`config.mk`:
```
export PLATFORM = sky130hd
export DESIGN_NAME = usbdev_line_monitor_flat
export DESIGN_NICKNAME = d
export VERILOG_FILES = /design/src/rtl/usbdev_line_if.sv /design/src/rtl/usbdev_line_monitor.sv /design/src/flat_wrapper.sv
export SDC_FILE = /design/constraint.sdc
export NUM_CORES = 1
export LEC_CHECK = 0
export CORE_UTILIZATION = 39
export CTS_BUF_LIST = sky130_fd_sc_hd__clkbuf_8 sky130_fd_sc_hd__clkbuf_16
export DETAILED_ROUTE_END_ITERATION = 7
export MAX_ROUTING_LAYER = met4
export PLACE_DENSITY = 0.66
export RECOVER_POWER = 50
export SKIP_LAST_GASP = 1
export SYNTH_ARGS = -nofsm -noshare
export SYNTH_HDL_FRONTEND = slang
export SYNTH_SLANG_ARGS = --single-unit
```
`constraint.sdc`:
```
create_clock -name clk_48mhz_i -period 2.7 [get_ports clk_48mhz_i]
set_clock_uncertainty 0.05 [all_clocks]
set_input_delay 0.27 -clock clk_48mhz_i [delete_from_list [all_inputs] [get_ports clk_48mhz_i]]
set_output_delay 0.27 -clock clk_48mhz_i [all_outputs]
set_load 0.005 [all_outputs]
```
`src/rtl/usbdev_line_if.sv`:
```
// Pin-side inputs and decoded line-state outputs of the USB device line monitor.
// The monitor takes the slave view and the pin/link-state logic takes the master view.
interface usbdev_line_if;
    logic       enable_i;
    logic       pinflip_i;
    logic       usb_dp_i;
    logic       usb_dn_i;
    logic       usb_oe_i;
    logic       us_tick_o;
    logic [1:0] line_state_o;
    logic       rx_idle_det_o;
    logic       rx_j_det_o;
    logic       se1_seen_o;

    modport master (
        output enable_i, pinflip_i, usb_dp_i, usb_dn_i, usb_oe_i,
        input  us_tick_o, line_state_o, rx_idle_det_o, rx_j_det_o, se1_seen_o
    );

    modport slave (
        input  enable_i, pinflip_i, usb_dp_i, usb_dn_i, usb_oe_i,
        output us_tick_o, line_state_o, rx_idle_det_o, rx_j_det_o, se1_seen_o
    );
endinterface

```
`src/rtl/usbdev_line_monitor.sv`:
```
// USB line-state front end: D+/D- decode, deglitch filter, idle/J detection, sticky SE1
// flag and a free-running 1 us tick for the link-state timers.
module usbdev_line_monitor #(
    parameter int unsigned ClkPerUs   = 48,
    parameter int unsigned ClkPerBit  = 4,
    parameter int unsigned FiltCycles = 3,
    parameter int unsigned IdleBits   = 8
) (
    input logic          clk_48mhz_i,
    input logic          rst_ni,
    usbdev_line_if.slave line_io
);
    localparam int unsigned TickW   = $clog2(ClkPerUs);
    localparam int unsigned StabW   = (FiltCycles > 1) ? $clog2(FiltCycles) : 1;
    localparam int unsigned IdleMax = IdleBits * ClkPerBit;
    localparam int unsigned IdleW   = $clog2(IdleMax + 1);
    localparam int unsigned NonjW   = $clog2(ClkPerBit + 1);

    localparam logic [TickW-1:0] TickLast = TickW'(ClkPerUs - 1);
    localparam logic [StabW-1:0] StabLast = StabW'(FiltCycles - 1);
    localparam logic [IdleW-1:0] IdleSat  = IdleW'(IdleMax);
    localparam logic [NonjW-1:0] NonjSat  = NonjW'(ClkPerBit);

    localparam logic [1:0] LsSe0 = 2'd0;
    localparam logic [1:0] LsJ   = 2'd1;
    localparam logic [1:0] LsK   = 2'd2;
    localparam logic [1:0] LsSe1 = 2'd3;

    logic [TickW-1:0] tick_cnt_q;
    logic [1:0]       raw_dec;
    logic             dp_eff, dn_eff;
    logic [1:0]       raw_q, raw_d;
    logic [StabW-1:0] stab_q, stab_d;
    logic [1:0]       line_q, line_d;
    logic [IdleW-1:0] idle_cnt_q, idle_cnt_d;
    logic             idle_det_q, idle_det_d;
    logic [NonjW-1:0] nonj_q, nonj_d;
    logic             j_det_q, j_det_d;
    logic             se1_q, se1_d;
    logic             line_q_nonj;

    // Tick runs regardless of enable/oe so the downstream timers never stall.
    always_ff @(posedge clk_48mhz_i or negedge rst_ni) begin
        if (!rst_ni) begin
            tick_cnt_q <= '0;
        end else if (tick_cnt_q == TickLast) begin
            tick_cnt_q <= '0;
        end else begin
            tick_cnt_q <= tick_cnt_q + TickW'(1);
        end
    end

    always_comb begin
        dp_eff = line_io.pinflip_i ? line_io.usb_dn_i : line_io.usb_dp_i;
        dn_eff = line_io.pinflip_i ? line_io.usb_dp_i : line_io.usb_dn_i;
        raw_dec = LsSe1;
        case ({dp_eff, dn_eff})
            2'b00:   raw_dec = LsSe0;
            2'b10:   raw_dec = LsJ;
            2'b01:   raw_dec = LsK;
            default: raw_dec = LsSe1;
        endcase
    end

    assign line_q_nonj = (line_q == LsK) || (line_q == LsSe0);

    always_comb begin
        raw_d      = raw_q;
        stab_d     = stab_q;
        line_d     = line_q;
        idle_cnt_d = idle_cnt_q;
        idle_det_d = 1'b0;
        nonj_d     = nonj_q;
        j_det_d    = 1'b0;
        se1_d      = se1_q;
        if (!line_io.enable_i) begin
            raw_d      = LsJ;
            stab_d     = '0;
            line_d     = LsJ;
            idle_cnt_d = '0;
            nonj_d     = '0;
            se1_d      = 1'b0;
        end else if (line_io.usb_oe_i) begin
            // Our own drive is on the bus: freeze the filter, forget bus history.
            idle_cnt_d = '0;
            nonj_d     = '0;
        end else begin
            raw_d = raw_dec;
            if (raw_dec != raw_q) begin
                stab_d = '0;
            end else if (stab_q == StabLast) begin
                line_d = raw_q;
            end else begin
                stab_d = stab_q + StabW'(1);
            end

            if (line_q != LsJ) begin
                idle_cnt_d = '0;
            end else if (idle_cnt_q != IdleSat) begin
                idle_cnt_d = idle_cnt_q + IdleW'(1);
            end
            idle_det_d = (line_q == LsJ) && (idle_cnt_q == IdleSat);

            if (line_q_nonj && (line_d == LsJ)) begin
                j_det_d = (nonj_q == NonjSat);
                nonj_d  = '0;
            end else if (line_q_nonj) begin
                if (nonj_q != NonjSat) begin
                    nonj_d = nonj_q + NonjW'(1);
                end
            end else begin
                nonj_d = '0;
            end

            se1_d = se1_q | (line_d == LsSe1);
        end
    end

    always_ff @(posedge clk_48mhz_i or negedge rst_ni) begin
        if (!rst_ni) begin
            raw_q      <= LsJ;
            stab_q     <= '0;
            line_q     <= LsJ;
            idle_cnt_q <= '0;
            idle_det_q <= 1'b0;
            nonj_q     <= '0;
            j_det_q    <= 1'b0;
            se1_q      <= 1'b0;
        end else begin
            raw_q      <= raw_d;
            stab_q     <= stab_d;
            line_q     <= line_d;
            idle_cnt_q <= idle_cnt_d;
            idle_det_q <= idle_det_d;
            nonj_q     <= nonj_d;
            j_det_q    <= j_det_d;
            se1_q      <= se1_d;
        end
    end

    assign line_io.us_tick_o     = (tick_cnt_q == TickLast);
    assign line_io.line_state_o  = line_q;
    assign line_io.rx_idle_det_o = idle_det_q;
    assign line_io.rx_j_det_o    = j_det_q;
    assign line_io.se1_seen_o    = se1_q;
endmodule
```
`src/flat_wrapper.sv`:
```
// flat-port wrapper written by rule: the top's interface ports become plain ports
module usbdev_line_monitor_flat 
#(
    parameter int unsigned ClkPerUs   = 48,
    parameter int unsigned ClkPerBit  = 4,
    parameter int unsigned FiltCycles = 3,
    parameter int unsigned IdleBits   = 8
)
  (clk_48mhz_i, rst_ni, line_io_enable_i, line_io_pinflip_i, line_io_usb_dp_i, line_io_usb_dn_i, line_io_usb_oe_i, line_io_us_tick_o, line_io_line_state_o, line_io_rx_idle_det_o, line_io_rx_j_det_o, line_io_se1_seen_o);
  usbdev_line_if line_io_i ();
  input logic clk_48mhz_i;
  input logic rst_ni;
  input wire logic [$bits(line_io_i.enable_i)-1:0] line_io_enable_i;
  input wire logic [$bits(line_io_i.pinflip_i)-1:0] line_io_pinflip_i;
  input wire logic [$bits(line_io_i.usb_dp_i)-1:0] line_io_usb_dp_i;
  input wire logic [$bits(line_io_i.usb_dn_i)-1:0] line_io_usb_dn_i;
  input wire logic [$bits(line_io_i.usb_oe_i)-1:0] line_io_usb_oe_i;
  output wire logic [$bits(line_io_i.us_tick_o)-1:0] line_io_us_tick_o;
  output wire logic [$bits(line_io_i.line_state_o)-1:0] line_io_line_state_o;
  output wire logic [$bits(line_io_i.rx_idle_det_o)-1:0] line_io_rx_idle_det_o;
  output wire logic [$bits(line_io_i.rx_j_det_o)-1:0] line_io_rx_j_det_o;
  output wire logic [$bits(line_io_i.se1_seen_o)-1:0] line_io_se1_seen_o;
  assign line_io_i.enable_i = line_io_enable_i;
  assign line_io_i.pinflip_i = line_io_pinflip_i;
  assign line_io_i.usb_dp_i = line_io_usb_dp_i;
  assign line_io_i.usb_dn_i = line_io_usb_dn_i;
  assign line_io_i.usb_oe_i = line_io_usb_oe_i;
  assign line_io_us_tick_o = line_io_i.us_tick_o;
  assign line_io_line_state_o = line_io_i.line_state_o;
  assign line_io_rx_idle_det_o = line_io_i.rx_idle_det_o;
  assign line_io_rx_j_det_o = line_io_i.rx_j_det_o;
  assign line_io_se1_seen_o = line_io_i.se1_seen_o;
  usbdev_line_monitor #(.ClkPerUs(ClkPerUs), .ClkPerBit(ClkPerBit), .FiltCycles(FiltCycles), .IdleBits(IdleBits)) u_core (.clk_48mhz_i(clk_48mhz_i), .rst_ni(rst_ni), .line_io(line_io_i));
endmodule
```
# Word-level counts from Yosys, hierarchy flattened
# Index checks and enable logic that the tools add are counted.
[word_totals]
ff_bits = 24
wordCells = 70
[op_classes]
add_sub_neg = 4
n_eq_ne = 18
mux = 32
n_bitwise = 1
reduce_logical = 6
[ops]
columns = ["op", "n"]
rows = [
  ["$mux W6", 5],
  ["$mux W2", 12],
  ["$mux W3", 5],
  ["$add A6 B1 Y6 const B", 2],
  ["$eq A6 B6 Y1 const B", 2],
  ["$mux W1", 9],
  ["$eq A2 B2 Y1 const B", 4],
  ["$eq A2 B1 Y1 const B", 3],
  ["$ne A6 B6 Y1 const B", 1],
  ["$pmux W2 S3", 1],
  ["$ne A5 B5 Y1 const B", 1],
  ["$logic_not A2 Y1", 2],
  ["$ne A4 B1 Y1 const B", 1],
  ["$add A3 B1 Y3 const B", 1],
  ["$eq A3 B3 Y1 const B", 1],
  ["$ne A3 B2 Y1 const B", 1],
  ["$ne A3 B3 Y1 const B", 1],
  ["$add A2 B1 Y2 const B", 1],
  ["$logic_and A1 B1 Y1", 2],
  ["$ne A2 B1 Y1 const B", 1],
  ["$ne A2 B2 Y1", 1],
  ["$ne A2 B2 Y1 const B", 1],
  ["$reduce_and A2 Y1", 1],
  ["$logic_or A1 B1 Y1", 1],
  ["$or A1 B1 Y1", 1],
]

# Depth between registers and ports, before layout
# Gate-level depths: netlist (run 1).
[depth]
ltp_word = 12
mapped_depth = 6
depth_no_buf = 6

# Worst setup path after synthesis (run 1)
# No wires, ideal clock.
[synth_timing]
path_type = "reg2reg"
start = "reg u_core.raw_q[0]"
end = "reg u_core.line_q[0], in the netlist u_core.line_io.line_state_o[0]"
setup_time_ps = 75
arrival_ps = 1464
setup_slack_ps = 1111
path_stages_with_launch = 6
period_less_slack_ps = 1589
path_cell_list = "dfstp_2 > clkbuf_2 > nor2b_1 > a32oi_1 > a31oi_1 > mux2i_1"
[synth_via]
elab_chain_len = 6
[synth_rtl]
columns = ["element", "line_no", "text"]
rows = [
  ["start: declaration", "usbdev_line_monitor.sv:32", "logic [1:0] raw_q, raw_d;"],
  ["start signal: assignment", "usbdev_line_monitor.sv:121", "raw_q <= LsJ;"],
  ["start signal: assignment", "usbdev_line_monitor.sv:130", "raw_q <= raw_d;"],
  ["$ne A2 B2 Y1 / $mux W2 (equally long branches)", "usbdev_line_monitor.sv:89, usbdev_line_monitor.sv:91", ""],
  ["$mux W2 (*)", "usbdev_line_monitor.sv:89", "if (raw_dec != raw_q) begin"],
  ["$mux W2 (*)", "usbdev_line_monitor.sv:83", "end else if (line_io.usb_oe_i) begin"],
  ["$mux W2 (*)", "usbdev_line_monitor.sv:76", "if (!line_io.enable_i) begin"],
  ["$mux W2 (*)", "usbdev_line_monitor.sv:83", ""],
  ["$mux W2 (*)", "usbdev_line_monitor.sv:76", ""],
  ["end signal: assignment", "usbdev_line_monitor.sv:123", "line_q <= LsJ;"],
  ["end signal: assignment", "usbdev_line_monitor.sv:132", "line_q <= line_d;"],
  ["end: declaration", "usbdev_line_monitor.sv:34", "logic [1:0] line_q, line_d;"],
]
# Every way passes the cells marked *; elsewhere a longest branch is shown, timed or not. The select of a mux whose other input is x is not followed.
# A chain may end at the register's enable or synchronous reset.

# Worst setup path after layout (run 1)
[layout_timing]
start = "reg u_core.tick_cnt_q[0]"
end = "out line_io_us_tick_o"
[layout_via]
elab_chain_len = 1
[layout_rtl]
columns = ["element", "line_no", "text"]
rows = [
  ["start: declaration", "usbdev_line_monitor.sv:29", "logic [TickW-1:0] tick_cnt_q;"],
  ["start signal: assignment", "usbdev_line_monitor.sv:49", "tick_cnt_q <= tick_cnt_q + TickW'(1);"],
  ["$eq A6 B6 Y1", "usbdev_line_monitor.sv:141", "assign line_io.us_tick_o = (tick_cnt_q == TickLast);"],
  ["end: declaration", "flat_wrapper.sv:18", "output wire logic [$bits(line_io_i.us_tick_o)-1:0] line_io_us_tick_o;"],
]
# Every way passes these cells.

==> results of run 1 <==
[layer usage]
layer  up-vias  global-route usage, %
li1        509                      -
met1       470                   18.2
met2        16                   25.4
met3         2                   1.30
met4         0                   5.98
met5         -                      -
[logic make-up after synthesis]
| group | after synthesis | share of synthesized area, % |
|---|---|---|
| flip-flops | 24 | 45.5 |
| multiplexers | 5 | 3.87 |
| XOR/XNOR | 8 | 5.28 |
| AND/OR/NAND/NOR | 60 | 23.2 |
| AO/OA/AOI/OAI | 24 | 11.7 |
| buffers and inverters | 14 | 4.81 |
| adder cells (fa/ha/maj) | 6 | 5.66 |
[stage by stage]
step                hold WS (ns)  total power, mW  instances
floorplan                -0.0756            0.413        141
global placement           0.398            0.435        192
detailed placement         0.406            0.437        192
CTS                        0.315            0.671        196
global route               0.443            0.694        196
finish                     0.411            0.662        196
[cell type report]
cell class	instances	area, um2
clock buffer	4	55.1
tap	44	55.1
sequential	24	603
fill	301	1600
multi-input combinational	103	659
inverter	8	30.0
timing repair buffer	13	124
[sequential cells by signal, indices dropped and copies added, names as in the netlist]
register and cells:
u_core.line_io.line_state_o 2, u_core.stab_q 2, u_core.line_io.se1_seen_o 1, u_core.raw_q 2, u_core.line_io.rx_idle_det_o 1, u_core.tick_cnt_q 6, u_core.line_io.rx_j_det_o 1, u_core.idle_cnt_q 6
u_core.nonj_q 3
[synthesized netlist by cell type]
library cell / count / area share (%)
a21o_1: 1 / 0.57
nor4_1: 1 / 0.47
ha_1: 6 / 5.7
nand4_1: 1 / 0.47
nor3_2: 1 / 0.75
o2111ai_1: 1 / 0.66
o211ai_1: 1 / 0.57
dfstp_2: 2 / 4.0
and3b_1: 1 / 0.66
o21ai_0: 8 / 3.0
buf_6: 1 / 0.85
nand2b_1: 1 / 0.47
o311ai_0: 1 / 0.66
nor2_1: 15 / 4.2
a21boi_0: 1 / 0.57
and2_1: 3 / 1.4
nor4bb_1: 1 / 0.75
xnor2_1: 5 / 3.3
buf_2: 2 / 0.75
nand3b_1: 1 / 0.57
or3_1: 1 / 0.47
dfrtp_1: 22 / 42
and4b_1: 1 / 0.75
a211oi_1: 1 / 0.57
o211a_1: 1 / 0.75
nor3b_1: 1 / 0.57
a31oi_1: 3 / 1.4
nor3_1: 6 / 2.3
a32oi_1: 1 / 0.66
mux2_2: 1 / 0.85
xor2_1: 3 / 2.0
nand3_1: 7 / 2.6
inv_1: 8 / 2.3
a21oi_1: 4 / 1.5
nand2_1: 12 / 3.4
nor2b_1: 7 / 3.3
clkbuf_2: 1 / 0.38
clkbuf_1: 2 / 0.57
mux2i_1: 4 / 3.0
a311o_1: 1 / 0.75
[cell usage in the layout, fill, tap and decap left out, types with 2 or more instances in the layout]
cell type        Yosys  routed
ha_1                 6       6
xor2_1               3       3
clkdlybuf4s50_1      0      11
o21ai_0              8       8
nor2b_1              7       7
and2_1               3       3
clkbuf_8             0       4
a21oi_1              4       4
a31oi_1              3       3
inv_1                8       8
nand3_1              7       7
dfrtp_1             22      22
nor2_1              15      15
mux2i_1              4       4
dfstp_2              2       2
nor3_1               6       6
nand2_1             12      12
xnor2_1              5       5
[path summary, 6_finish.rpt]
kind | from | end | slack, ns
setup / recovery | u_core.tick_cnt_q[0] | line_io_us_tick_o | 0.47
hold / removal | u_core.tick_cnt_q[0] | u_core.tick_cnt_q[0] | 0.41
setup reg to reg | u_core.raw_q[0] | u_core.line_io.line_state_o[0] | 0.97
hold reg to reg | u_core.tick_cnt_q[0] | u_core.tick_cnt_q[0] | 0.41
max in group asynchronous | rst_ni | u_core.tick_cnt_q[3] | 1.13
min in group asynchronous | rst_ni | u_core.idle_cnt_q[2] | 0.73
[power breakdown]
group | switching [mW] | internal, mW | total, mW | leakage (nW)
Clock | 0.104 | 0.130 | 0.234 | 0.0288
Combinational | 0.0332 | 0.0238 | 0.0570 | 0.267
Sequential | 0.00665 | 0.365 | 0.371 | 0.322
==> metrics.cfg, run 1 <==
[run_status]
status = completed

[hold_path]
worstHoldPathType = reg -> reg
holdPathStages = 1

[yosys]
ys_seq_area_share_pct = 45.5
netlist_instances = 141
yosysWarnings = 0
synth.avg_cell_area_um2 = 9.41
synth.ff_latch_count = 24
syn-num-nets = 154
syn_area_mm2 = 0.00133
synth.distinct_cells = 40

[floorplanning]
coreArea_mm2 = 0.00313
initial_core_util_pct = 42.4
die_h_um = 60.3
design.portCount = 13
row_count = 20
die_w_um = 60.3
die_area_mm2 = 0.00364

[global_route]
overflow = 0
antenna_found_initial = 0
grt_max_degree = 25
grt_usage_pct = 15.0
grt_pass1_wl_mm = 3.91
first_global_vias = 903

[placed_design]
gp_congestion = 0.940
place.port_buffers = 12
dpl-instance-area_mm2 = 0.00148
dpl.hpwl_mm = 1.75
pre_cts_ws_ns = 0.655

[timing]
rsz0062_at_grt = false
max_slew.worst_pin.slew_ns = 1.24
min_period_ns = 2.23
layout_setup_ws_ns = 0.473
max_slew_margin_pct = 17.4
fin_tns_setup_ns = 0
hold_viol = 0
post-route-period-util_pct = 82.5
report.final.slew_viol_count = 0
setup_viol = 0
fmax_mhz = 449

[power]
max-vdd-ir-drop_mv = 0.219
p_per_area_mw_per_mm2 = 434
leakagePower_nw = 0.617

[route]
drtPass1Iterations = 4
via_per_inst = 5.09
initialDrtViolationCount = 25
vias = 997
drc = 0
wl_mm = 2.31
wl_met2_mm = 1.09
top_layer = met4
wl_per_cell_um = 11.8
met3_length_um = 53
ant_nets = 0
wl_met1_mm = 1.14

[worst_setup_path]
path_buf_inv = 1
cp-start-kind = flip-flop
cp.required_ns = 2.38
r2r_cells = 4
critPathMaxStageDelay_ns = 0.57
crit_family = buffers and inverters
crit_fanout = 3
crit_arrival_ns = 1.91
path_class = reg -> out
critPathCaptureType = output pin
crit_chain = ha_1 > nand3_1 > nor3b_1 > clkdlybuf4s50_1
crit_cells = 4
crit_slowest_cell = clkdlybuf4s50_1

[clocking]
cts.sink_count = 24
cts_setup_buffers = 0
htreeDepth = 1
numCtsBuffers = 3
insertion_delay_ns = 0.26
cts_tree = done
clockRootBuffer = clkbuf_8
clockBufferDepth = 2
postCtsResizedCells = 0
clk_pin_slew_ns = 0.08
ctsHoldBuffers = 0

[cells_and_area]
design_area_mm2 = 0.00153
num_antenna_cells = 0
drive_gt1_share_pct = 5.26
areaGrowthSynthToFinish_pct = 15.1
finish.utilization_pct = 48.8
layout.nets = 166

[run]
maxCapViolCount = 0

Power figures use the tool's default switching activity.
==> run 2, diff against run 1 <==
--- a/config.mk
+++ b/config.mk
@@ -9,7 +9,7 @@
 export CTS_BUF_LIST = sky130_fd_sc_hd__clkbuf_8 sky130_fd_sc_hd__clkbuf_16
 export DETAILED_ROUTE_END_ITERATION = 7
 export MAX_ROUTING_LAYER = met4
-export PLACE_DENSITY = 0.66
+export PLACE_DENSITY = 0.68
 export RECOVER_POWER = 50
 export SKIP_LAST_GASP = 1
 export SYNTH_ARGS = -nofsm -noshare
==> constraint.sdc (replaced) <==
create_clock -name clk_48mhz_i -period 1.8 [get_ports clk_48mhz_i]
set_clock_uncertainty 0.05 [all_clocks]
set_input_delay 0.18 -clock clk_48mhz_i [delete_from_list [all_inputs] [get_ports clk_48mhz_i]]
set_output_delay 0.18 -clock clk_48mhz_i [all_outputs]
set_load 0.005 [all_outputs]
==> run 2 against run 1 <==
Sequential share of layout area is 2.6 points lower. Register-to-register slack worse by 0.83 ns. First-iteration DRC count is 52% higher. Core utilization is 3.4 points higher. Via count is 4.2% higher. Cell count is 6.6% higher. Count of clock-buffer cells in the layout stayed put. Sequential power is 50% higher. Critical path depth is 1 higher. Sequential cell count stayed put. Critical path type is now reg -> reg. Highest routed layer unchanged.
==> metrics.cfg, run 2 (same netlist as run 1, synthesis figures left out) <==
[route]
drtPass1Iterations = 4  ; unchanged
via_per_inst = 4.97  ; was 5.09
wl_per_cell_um = 12.1  ; was 11.8 um
drc = 0  ; unchanged
initialDrtViolationCount = 38  ; was 25
ant_nets = 0  ; unchanged
wl_mm = 2.52  ; was 2.31 mm
vias = 1039  ; was 997

[worst_setup_path]
cp.required_ns = 1.94  ; was 2.38 ns
crit_arrival_ns = 1.80  ; was 1.91 ns
crit_fanout = 9  ; was 3
path_buf_inv = 1  ; unchanged
cp-start-kind = flip-flop  ; unchanged
crit_family = flip-flops  ; was buffers and inverters
path_class = reg -> reg  ; was reg -> out
crit_chain = nor2b_1 > a32oi_1 > a31oi_1 > buf_4 > mux2i_1  ; was ha_1 > nand3_1 > nor3b_1 > clkdlybuf4s50_1
critPathCaptureType = flip-flop  ; was output pin
critPathMaxStageDelay_ns = 0.63  ; was 0.57 ns
crit_slowest_cell = dfstp_2  ; was clkdlybuf4s50_1

[timing]
rsz0062_at_grt = false  ; unchanged
layout_setup_ws_ns = 0.139  ; was 0.473 ns
fmax_mhz = 602
hold_slack_ns = 0.459  ; was 0.411 ns
report.final.slew_viol_count = 0  ; unchanged
post-route-period-util_pct = 92.3
hold_viol = 0  ; unchanged
max_slew_margin_pct = 17.1  ; was 17.4%
min_period_ns = 1.66
max_slew.worst_pin.slew_ns = 1.24  ; about the same
setup_viol = 0  ; unchanged

[power]
combPwrFrac_pct = 9.8  ; was 8.6%
pwr-share-clk_pct = 35.1  ; was 35.3%
net-switching-power_mw = 0.223  ; was 0.144 mW
p_per_area_mw_per_mm2 = 619  ; was 434 mW/mm2
max-vdd-ir-drop_mv = 0.253  ; was 0.219 mV
p_int_mw = 0.788  ; was 0.518 mW
p_seq_share_pct = 55.2  ; was 56.1%
swShare_pct = 22.0  ; was 21.7%
leakagePower_nw = 0.686  ; was 0.617 nW

[global_route]
grt_pass1_wl_mm = 4.37  ; was 3.91 mm
grt_max_degree = 25  ; unchanged
use_met3_pct = 1.30  ; unchanged
first_global_vias = 1040  ; was 903
gr-usage-met1_pct = 19.0  ; was 18.2%
grt_use_met2_pct = 28.6  ; was 25.4%
overflow = 0  ; unchanged
antenna_found_initial = 0  ; unchanged
grt_usage_pct = 16.4  ; was 15.0%
grt_busiest_layer = met2  ; unchanged

[placed_design]
pre_cts_ws_ns = -0.0648  ; was 0.655 ns
dpl.hpwl_mm = 1.96  ; was 1.75 mm
dp_cells = 203  ; was 192
gp_congestion = 0.854  ; was 0.940
place.port_buffers = 12  ; unchanged

[cells_and_area]
top_regs = u_core.idle_cnt_q (6), u_core.tick_cnt_q (6), u_core.nonj_q (3)  ; unchanged
layout_commonest_cell = dfrtp_1  ; unchanged
sequential_cell_area_um2 = 603  ; unchanged
final_cell_mix = dfrtp_1 (22), nor2_1 (15), buf_4 (13), nand2_1 (12), clkdlybuf4s50_1 (10)  ; was dfrtp_1 (22), nor2_1 (15), nand2_1 (12), clkdlybuf4s50_1 (11)
multi_input_area_um2 = 669  ; was 659 um2
nFillCells = 294  ; was 301
num_antenna_cells = 0  ; unchanged
stdcell_count = 209  ; was 196
layout.nets = 179  ; was 166
areaGrowthSynthToFinish_pct = 23.1  ; was 15.1%
drive_gt1_share_pct = 13.9  ; was 5.26%

[floorplanning]
coreArea_mm2 = 0.00313  ; unchanged
die_w_um = 60.3  ; unchanged
design.portCount = 13  ; unchanged
die_h_um = 60.3  ; unchanged
row_count = 20  ; unchanged
die_area_mm2 = 0.00364  ; unchanged
initial_core_util_pct = 42.4  ; unchanged

[clocking]
insertion_delay_ns = 0.26  ; about the same
cts_tree = done  ; unchanged
htreeDepth = 1  ; unchanged
cts.sink_count = 24  ; unchanged
clockRootBuffer = clkbuf_8  ; unchanged
numCtsBuffers = 3  ; unchanged
clockBufferDepth = 2  ; unchanged
ctsHoldBuffers = 0  ; unchanged
clk_pin_slew_ns = 0.08  ; about the same

[hold_path]
worstHoldPathType = reg -> reg  ; unchanged

[run_status]
status = completed  ; unchanged

[run]
maxCapViolCount = 0  ; unchanged

-- run 2: area by class of cell --
class	count	share of cell area, %
timing repair buffer	26	13.5
sequential	24	36.9
inverter	8	1.84
multi-input combinational	103	41.0
clock buffer	4	3.37
tap	44	3.37
-- run 2: worst paths after layout --
path / from / to / slack, ns / cells after the start
worst max-delay path: u_core.raw_q[0] / u_core.line_io.line_state_o[0] / 0.14 / 5
min in group asynchronous: rst_ni / u_core.idle_cnt_q[2] / 0.65 / 2
worst min register to register: u_core.tick_cnt_q[1] / u_core.tick_cnt_q[1] / 0.46 / 1
worst max register to register: u_core.raw_q[0] / u_core.line_io.line_state_o[0] / 0.14 / 5
max in group asynchronous: rst_ni / u_core.line_io.rx_j_det_o / 0.32 / 2
worst min-delay path: u_core.tick_cnt_q[1] / u_core.tick_cnt_q[1] / 0.46 / 1
-- run 2: what timing repair did --
item / in CTS / in global routing
endpoints found under the setup margin: 1 / 0
gates resized for setup: 4 / 0
buffers inserted: 2 / 0
-- run 2: power groups by stage --
stage	sequential, mW	clock (mW)	combinational, mW
CTS	0.558	0.363	0.101
floorplan	0.560	0	0.0590
global placement	0.567	0	0.0982
global route	0.560	0.386	0.112
finish	0.558	0.355	0.0989
detailed placement	0.568	0	0.101
-- run 2: worst register-to-register path, cell delays in order, from the launching register on --
cell     delay (ns)
dfstp_2        0.63
nor2b_1        0.24
a32oi_1        0.17
a31oi_1        0.18
buf_4          0.15
mux2i_1        0.17
-- run 2: routing by layer --
| layer | routed length [um] | vias up |
|---|---|---|
| met5 | 0 | - |
| met1 | 1150 | 486 |
| met4 | 27 | 0 |
| li1 | - | 533 |
| met2 | 1270 | 18 |
| met3 | 71 | 2 |
-- run 2: metrics by stage --
stage / total power [mW] / TNS, ns / instance area (um2) / util, %
after floorplan: 0.619 / 0 / 1330 / -
after global placement: 0.666 / -0.00889 / 1560 / 49.8
after detailed placement: 0.669 / -0.0719 / 1560 / 49.8
after CTS: 1.02 / 0 / 1640 / 52.4
after global routing: 1.06 / 0 / 1630 / 52.2
final: 1.01 / 0 / 1630 / 52.2
==> run 3, diff against run 2 <==
--- a/config.mk
+++ b/config.mk
@@ -5,6 +5,7 @@
 export SDC_FILE = /design/constraint.sdc
 export NUM_CORES = 1
 export LEC_CHECK = 0
+export ABC_CLOCK_PERIOD_IN_PS = 1800
 export CORE_UTILIZATION = 39
 export CTS_BUF_LIST = sky130_fd_sc_hd__clkbuf_8 sky130_fd_sc_hd__clkbuf_16
 export DETAILED_ROUTE_END_ITERATION = 7
@@ -12,6 +13,7 @@
 export PLACE_DENSITY = 0.68
 export RECOVER_POWER = 50
 export SKIP_LAST_GASP = 1
+export SLEW_MARGIN = 0
 export SYNTH_ARGS = -nofsm -noshare
 export SYNTH_HDL_FRONTEND = slang
 export SYNTH_SLANG_ARGS = --single-unit
==> results of run 3 <==
Same layout as run 2: the final DEF is identical, and so are final timing and power.
==> edit: new RTL, config.mk and constraints of run 2 <==
`IdleBits` is set to 8 in 2 places; all go to 4.
--- a/src/rtl/usbdev_line_monitor.sv
+++ b/src/rtl/usbdev_line_monitor.sv
@@ -4,7 +4,7 @@
     parameter int unsigned ClkPerUs   = 48,
     parameter int unsigned ClkPerBit  = 4,
     parameter int unsigned FiltCycles = 3,
-    parameter int unsigned IdleBits   = 8
+    parameter int unsigned IdleBits   = 4
 ) (
     input logic          clk_48mhz_i,
     input logic          rst_ni,
--- a/src/flat_wrapper.sv
+++ b/src/flat_wrapper.sv
@@ -4,7 +4,7 @@
     parameter int unsigned ClkPerUs   = 48,
     parameter int unsigned ClkPerBit  = 4,
     parameter int unsigned FiltCycles = 3,
-    parameter int unsigned IdleBits   = 8
+    parameter int unsigned IdleBits   = 4
 )
   (clk_48mhz_i, rst_ni, line_io_enable_i, line_io_pinflip_i, line_io_usb_dp_i, line_io_usb_dn_i, line_io_usb_oe_i, line_io_us_tick_o, line_io_line_state_o, line_io_rx_idle_det_o, line_io_rx_j_det_o, line_io_se1_seen_o);
   usbdev_line_if line_io_i ();
Function: same outputs for any inputs over 10 cycles, from zero or initial values and one cycle with rst_ni low; that may be too few to reach the edited logic, so the function may still have changed.
==> edit against run 2 <==
  * Critical path depth down 1
  * Power shrank 6.0%
  * Routed wire length is 0.32% higher
  * Die area decreased by 0.65%
  * Design area is 2.2% lower
  * Sequential cell count is 1 lower
  * Via count rose by 2.0%
  * Area after synthesis shrank 0.66%
  * Count of clock-buffer cells in the layout shrank 1
  * Worst setup slack improved by 0.019 ns
  * Cell count down 1.9%
  * Critical path type unchanged
  * Critical endpoint is now u_core.line_io.line_state_o[1]
==> edit: results (changes against run 2) <==
| Metric | Value |
|---|---|
| Met3 wirelength from detailed routing | 63 µm (-11%) |
| Vias in the first global route | 1008 (-3.1%) |
| Arrival time of data at the critical path endpoint | 1.78 ns (-0.02 ns) |
| YS warnings | 0 (unchanged) |
| Multiplexer fraction of the synthesized cell area | 0.0304 (-0.00829) |
| Hold path startpoint | u_core.tick_cnt_q[0] |
| Cells taking the most area after synthesis | dfrtp_1, ha_1, nor2_1, dfstp_2, nand2_1 |
| Overall routed net length | 2530 µm (+0.32%) |
| Placement Setup Slack | -0.112 ns (-0.0471 ns) |
| Total track usage | 0.161 (-0.00319) |
| Post-DP HPWL | 1940 µm (-0.63%) |
| Final worst path period share | 0.912 (-0.0108) |
| Sequential cell area fraction in the yosys report | 0.439 (-0.0160) |
| Flip-flop and latch power | 0.000535 W (-4.1%) |
| Global routing met1 resource utilization | 0.178 (-0.0119) |
| Maximum vdd drop | 0.233 mV (-7.9%) |
| Multi-input combinational gate total | 101 (-1.9%) |
| Instance count after placement with tap cells included | 199 (-2.0%) |
| Number of inserted filler cells in the final layout | 309 (+5.1%) |
| Run status | finished clean |
| Initial detailed-routing violation count | 34 (-11%) |
| Register-to-Register Setup Slack | 0.16 ns (+0.02 ns) |
| Non-clock buffer share | 0.136 (+0.000715) |
| Register fraction of the total cell area | 0.362 (-0.00728) |
| Weighted congestion at the end of routability-driven global placement | 0.806 (-5.6%) |
| Compound-Gate Fraction of Synth Area | 0.112 (-0.00492) |
| Routed via count | 1060 (+2.0%) |
| Worst reg2reg path endpoint | u_core.line_io.line_state_o[1] |
| Fraction of layout cells with a size suffix above 1 | 0.143 (+0.00346) |
| Routed met1 length | 1130 µm (-1.7%) |
| Worst-case reg-to-reg path depth | 4 (-1) |
| First-pass GRT wire length | 4220 µm (-3.5%) |
| Storage element area | 578 µm² (-4.1%) |
| Slew of the pin with the lowest slew margin | 1.22 ns (-0.0243 ns) |
| Placed Instance Area | 0.00154 mm² (-1.2%) |
| Adder-cell share of the synthesized area | 0.0570 (+0.000376) |
| Number of different library cells in the post-synthesis netlist | 42 (+5.0%) |
| Most frequent cells after synthesis | dfrtp_1, nor2_1, nand2_1 |
| Cell-internal power | 0.000726 W (-7.9%) |
| Length of routed met2 wiring | 1280 µm (+0.86%) |
| Clock buffers and inverters, area share | 0.0290 (-0.00472) |
| Non-clock inverter count | 7 (-1) |
| Share of total power in the clock network | 0.334 (-0.017) |
| Number of flip-flops and latches | 23 (-4.2%) |
## edit: changes by cell type in the layout (fill, tap and decap cells not counted), moves of 2 or more
cell,run 2,this run
o21ai_1,0,5
nor2b_1,7,3
o21ai_0,8,4
nor3_1,6,3
or3b_1,0,3
a21oi_1,4,2
and4bb_1,0,2
nand2b_1,1,3
xnor2_1,5,3
## edit: worst min-delay path by stage
stage	endpoint	slack (ns)	cells past startpoint
floorplan	u_core.idle_cnt_q[0]	-0.17	0
detailed placement	u_core.tick_cnt_q[1]	0.45	1
global placement	u_core.tick_cnt_q[1]	0.44	1
global route	u_core.tick_cnt_q[1]	0.48	1
finish	u_core.tick_cnt_q[1]	0.45	1
CTS	u_core.idle_cnt_q[4]	0.21	2
## edit: metrics by stage
stage,hold WS (ns),power [W],util
floorplan,-0.166,0.000600,-
global placement,0.436,0.000640,0.492
detailed placement,0.452,0.000645,0.492
CTS,0.213,0.000967,0.513
global route,0.475,0.000999,0.510
finish,0.454,0.000950,0.510
